==> src/rtl/rv32i_types.sv <==
// Shared types for the unified memory-port arbiter: FSM state encoding and the
// latched downstream request record.
package rv32i_types;

  typedef enum logic [1:0] {
    IDLE   = 2'd0,
    BUSY_I = 2'd1,
    BUSY_D = 2'd2
  } mem_arb_state_t;

  typedef struct packed {
    logic [31:0] addr;
    logic [3:0]  rmask;
    logic [3:0]  wmask;
    logic [31:0] wdata;
  } mem_req_t;

  // The streak counter must hold MAX_D_STREAK itself, and it is never narrower than 1 bit.
  function automatic int streak_width(input int max_streak);
    return (max_streak < 1) ? 1 : $clog2(max_streak + 1);
  endfunction

endpackage

==> src/rtl/mem_arb_pick.sv <==
// Winner selection for the memory-port arbiter: data requests win unless fetch
// has waited out MAX_D_STREAK consecutive data grants.
module mem_arb_pick
  import rv32i_types::*;
#(
  parameter int MAX_D_STREAK = 4,
  parameter int SW           = streak_width(MAX_D_STREAK)
) (
  input  logic          i_pend_i,
  input  logic          d_pend_i,
  input  logic [SW-1:0] d_streak_i,
  output logic          grant_i_o,
  output logic          grant_d_o,
  output logic [SW-1:0] d_streak_o
);

  localparam logic [SW-1:0] MAX_S = SW'(MAX_D_STREAK);

  logic force_i;

  always_comb begin
    force_i    = i_pend_i && d_pend_i && (MAX_D_STREAK != 0) && (d_streak_i == MAX_S);
    grant_d_o  = d_pend_i && !force_i;
    grant_i_o  = i_pend_i && !grant_d_o;
    d_streak_o = d_streak_i;
    // The streak only counts data wins that actually held fetch back, and it saturates.
    if (grant_d_o) begin
      if (i_pend_i) begin
        d_streak_o = (d_streak_i < MAX_S) ? d_streak_i + SW'(1) : d_streak_i;
      end else begin
        d_streak_o = '0;
      end
    end else if (grant_i_o) begin
      d_streak_o = '0;
    end
  end

endmodule

==> src/rtl/mem_port_arbiter.sv <==
// Shares one memory port between fetch (imem) and the memory stage (dmem):
// latches the winner, holds it downstream until mem_resp, routes the response back.
//
// state  | meaning
// IDLE   | no request outstanding; winner chosen on the next edge
// BUSY_I | fetch request held on the memory port
// BUSY_D | data request held on the memory port
module mem_port_arbiter
  import rv32i_types::*;
#(
  parameter int MAX_D_STREAK = 4
) (
  input  logic        clk,
  input  logic        rst_n,
  input  logic [31:0] imem_addr,
  input  logic [3:0]  imem_rmask,
  output logic [31:0] imem_rdata,
  output logic        imem_resp,
  input  logic [31:0] dmem_addr,
  input  logic [3:0]  dmem_rmask,
  input  logic [3:0]  dmem_wmask,
  input  logic [31:0] dmem_wdata,
  output logic [31:0] dmem_rdata,
  output logic        dmem_resp,
  output logic [31:0] mem_addr,
  output logic [3:0]  mem_rmask,
  output logic [3:0]  mem_wmask,
  output logic [31:0] mem_wdata,
  input  logic [31:0] mem_rdata,
  input  logic        mem_resp,
  output logic        arb_busy
);

  localparam int SW = streak_width(MAX_D_STREAK);

  mem_arb_state_t state_q, state_d;
  mem_req_t       req_q, req_d;
  logic [SW-1:0]  d_streak_q, d_streak_d, pick_streak;
  logic           i_pend, d_pend, grant_i, grant_d, busy;

  assign i_pend = |imem_rmask;
  assign d_pend = (|dmem_rmask) || (|dmem_wmask);

  mem_arb_pick #(
    .MAX_D_STREAK (MAX_D_STREAK),
    .SW           (SW)
  ) u_pick (
    .i_pend_i   (i_pend),
    .d_pend_i   (d_pend),
    .d_streak_i (d_streak_q),
    .grant_i_o  (grant_i),
    .grant_d_o  (grant_d),
    .d_streak_o (pick_streak)
  );

  always_ff @(posedge clk or negedge rst_n) begin
    if (!rst_n) begin
      state_q    <= IDLE;
      req_q      <= '0;
      d_streak_q <= '0;
    end else begin
      state_q    <= state_d;
      req_q      <= req_d;
      d_streak_q <= d_streak_d;
    end
  end

  always_comb begin
    state_d    = state_q;
    req_d      = req_q;
    d_streak_d = d_streak_q;
    case (state_q)
      IDLE: begin
        if (grant_d) begin
          state_d    = BUSY_D;
          req_d      = '{addr: dmem_addr, rmask: dmem_rmask, wmask: dmem_wmask, wdata: dmem_wdata};
          d_streak_d = pick_streak;
        end else if (grant_i) begin
          state_d    = BUSY_I;
          req_d      = '{addr: imem_addr, rmask: imem_rmask, wmask: 4'h0, wdata: 32'h0};
          d_streak_d = pick_streak;
        end
      end
      BUSY_I, BUSY_D: begin
        if (mem_resp) state_d = IDLE;
      end
      default: state_d = IDLE;
    endcase
  end

  // The port is driven only from the latched request; a stray mem_resp in IDLE goes nowhere.
  always_comb begin
    busy       = (state_q != IDLE);
    arb_busy   = busy;
    mem_addr   = busy ? req_q.addr  : 32'h0;
    mem_rmask  = busy ? req_q.rmask : 4'h0;
    mem_wmask  = busy ? req_q.wmask : 4'h0;
    mem_wdata  = busy ? req_q.wdata : 32'h0;
    imem_resp  = (state_q == BUSY_I) && mem_resp;
    dmem_resp  = (state_q == BUSY_D) && mem_resp;
    imem_rdata = imem_resp ? mem_rdata : 32'h0;
    dmem_rdata = dmem_resp ? mem_rdata : 32'h0;
  end

endmodule
==> config.mk <==
export PLATFORM = sky130hd
export DESIGN_NAME = mem_port_arbiter
export DESIGN_NICKNAME = d
export VERILOG_FILES = /design/src/rtl/rv32i_types.sv /design/src/rtl/mem_arb_pick.sv /design/src/rtl/mem_port_arbiter.sv
export SDC_FILE = /design/constraint.sdc
export NUM_CORES = 1
export LEC_CHECK = 0
export BUFFER_PORTS_ARGS = -buffer_cell sky130_fd_sc_hd__buf_2
export CAP_MARGIN = 20
export CORE_AREA = 2 2 110 112
export CTS_CLUSTER_SIZE = 25
export DETAILED_ROUTE_END_ITERATION = 10
export DIE_AREA = 0 0 112 114
export PLACE_DENSITY = 0.83
export SLEW_MARGIN = 10
export SYNTH_ARGS = -nofsm -noshare
export SYNTH_HDL_FRONTEND = slang
export SYNTH_SLANG_ARGS = --single-unit
==> constraint.sdc <==
create_clock -name clk -period 3.7 [get_ports clk]
set_input_delay 0.555 -clock clk [delete_from_list [all_inputs] [get_ports clk]]
set_output_delay 0.555 -clock clk [all_outputs]
set_load 0.02 [all_outputs]
==> impl_metrics.tcl <==
set metrics [dict create \
    status "completed" \
    postCtsResizedCells 0 \
    synth_cell_types 34 \
    die_area_um2 12800 \
    syn_inst 513 \
    r2r_start "state_q[1]" \
    total_power_mw 5.37 \
    die_h_um 114 \
    hold_viol_final 0 \
    rsz0062_at_grt "false" \
    clock_sinks 77 \
    met2_usage 0.360 \
    fin_skew_ps 3.42 \
    drive_above_1_share 0.402 \
    synth-seq-area-share 0.429 \
    gp_congestion 0.749 \
    hpwlAfterDp_um 9840 \
    cp_max_fo 39 \
    syn_area_um2 4490 \
    initial_core_util 0.384 \
    synth_flop_cell "dfrtp_1" \
    hold_class "in2async" \
    ant_nets 0 \
    cp-start-kind "flop" \
    n_antenna_cell 0 \
    r2r-end "d_streak_q[0]" \
    hold_buffers 0 \
    drt_iter0_markers 247 \
    fp-row-count 40 \
    final_cells 916 \
    setup_viol 0 \
    met3_usage 0.0361 \
    coreArea_um2 11700 \
    async_flop_share 1.00 \
    crit_path_top_delay_cell "ha_2" \
    ff2ff_path_depth 6 \
    crit_arrival_ps 2200 \
    cp_data_required_time_ps 3140 \
    grt_pass1_vias 4161 \
    grt_max_degree 97 \
    drc_errors 0 \
    drt_first_pass_iters 4 \
    slew_viol_final 0 \
    reg2reg_slack_ps 1340 \
    yosysWarnings 0 \
    clk_pin_slew_worst_paths_ps 60 \
    ctsLongestPathBuffers 2 \
    overflow 0 \
    crit_buf_inv 4 \
    cp_cell_sequence "inv_1 -> ha_2 -> buf_12 -> inv_1 -> buf_2" \
    syn_nets 661 \
    grt_use_total 0.201 \
    critical_path_class "reg2out" \
    max_slew.worst_pin.slew_ps 858 \
    crit_family "adder cells" \
    routed-via-count 4516 \
    vias_per_cell 4.93 \
    yosysTopAreaCell "dfrtp_1" \
    cts_tree "done" \
    endpoint_kind "output port" \
    drt-total-wl_um 13400 \
    antenna_found_initial 0 \
    insertion_delay_ps 330 \
    synth_edf_count 0 \
    fmax_mhz 363 \
    grt_first_pass_wirelength_um 20500 \
    cts_buffers 9 \
    slew_headroom 0.428 \
    fin_crit_sh 0.744 \
    synth_seq_cells 77 \
    critical_path.most_common_cell "inv_1" \
    met1_usage 0.234 \
    clock-root-buffer "clkbuf_16" \
    vdd_drop_max_mv 0.417 \
    yosysTopAreaCellShare 0.429 \
    grt-busiest-layer "met2" \
    wire_per_inst_um 14.7 \
    leakagePower_nw 3.53 \
    synth.area.top_cells "dfrtp_1, nor2b_1, and3_1, mux2i_1, nand2_1" \
    dp.cells 899 \
    post_synth.cell_area_avg_um2 8.76 \
    fillCellCount 1097 \
    powerDensity_nw_per_um2 856 \
    maxCapViolCount 0 \
    final_nets 912 \
    htreeDepth 3 \
    io_pins 282 \
    area_growth_pct 39.6 \
    tns_ps 0 \
    numPortBuffers 281 \
    post_cts_buffers 0 \
    slowest_delay_ps 740 \
    period_minus_slack_ps 2750 \
    die_width_um 112 \
]
-- per-stage QoR --
step           utilization  worst slack, ps  hold slack, ps  cell area, um2
2_1_floorplan            -             1600             259            4490
3_3_place_gp         0.505             1190             453            5910
3_5_place_dp         0.505             1180             463            5910
4_1_cts              0.534              931             431            6250
5_1_grt              0.536              830             229            6270
6_report             0.536              949             195            6270
-- Yosys cell counts (6+ instances only) --
cell type	count
o21ai_1	36
mux2i_1	36
buf_2	8
nand2_1	77
dfrtp_1	77
and3_1	64
nand3_1	33
o21ai_0	36
buf_6	7
clkbuf_1	24
inv_1	6
nor2b_1	73
-- flip-flops by register name, summed over array words and instances (netlist names) --
name,cells
d_streak_q,3
state_q,2
req_q,72
-- how the worst max path moves through the flow --
stage                       start       endpoint  slack, ps  cells past startpoint
finish                 state_q[1]       arb_busy        950                      5
global placement    dmem_rmask[3]      req_q[39]       1190                      6
detailed placement  dmem_rmask[3]      req_q[44]       1180                      6
global route           state_q[0]       arb_busy        830                      5
floorplan           dmem_rmask[3]  d_streak_q[0]       1600                      5
CTS                    state_q[1]       arb_busy        930                      5
-- cell usage in the layout, fill, tap and decap left out, types with 6 or more instances in the layout --
cell,instances
dfrtp_1,77
buf_2,280
buf_4,6
and3_1,64
clkbuf_16,9
nand2_1,77
nand3_1,33
nor2b_1,73
mux2i_1,36
inv_1,6
o21ai_1,36
o21ai_0,36
-- logic make-up (layout without fill, tap and decap cells) --
logic type               count (synthesis)  count (layout)  share of synthesized area
flip-flops                              77              77                      0.429
buffers and inverters                   55             311                     0.0638
multiplexers                            37              37                     0.0827
AND/OR/NAND/NOR                        257             257                      0.308
AO/OA/AOI/OAI                           82              82                      0.103
adder cells (fa/ha/maj)                  5               5                     0.0139
-- metal layers --
metal | routed length, um | part of all wire
met1 | 5490 | 0.41
met5 | 0 | 0
met2 | 6740 | 0.50
met4 | 334 | 0.025
met3 | 858 | 0.064
-- cell type report --
type / instances / area, um2 / share of cell area
Clock inverter: 4 / 95.1 / 0.0152
Clock buffer: 12 / 246 / 0.0393
Multi-Input combinational cell: 381 / 2290 / 0.365
Tap cell: 147 / 184 / 0.0293
Timing Repair Buffer: 289 / 1510 / 0.240
Sequential cell: 77 / 1930 / 0.307
Inverter: 6 / 22.5 / 0.00359
-- where the power goes --
| group | leakage [nW] | internal [mW] | switching (mW) |
|---|---|---|---|
| Clock | 0.167 | 0.677 | 0.332 |
| Combinational | 2.42 | 1.05 | 1.84 |
| Sequential | 0.943 | 1.27 | 0.203 |
Power figures use the tool's default switching activity.
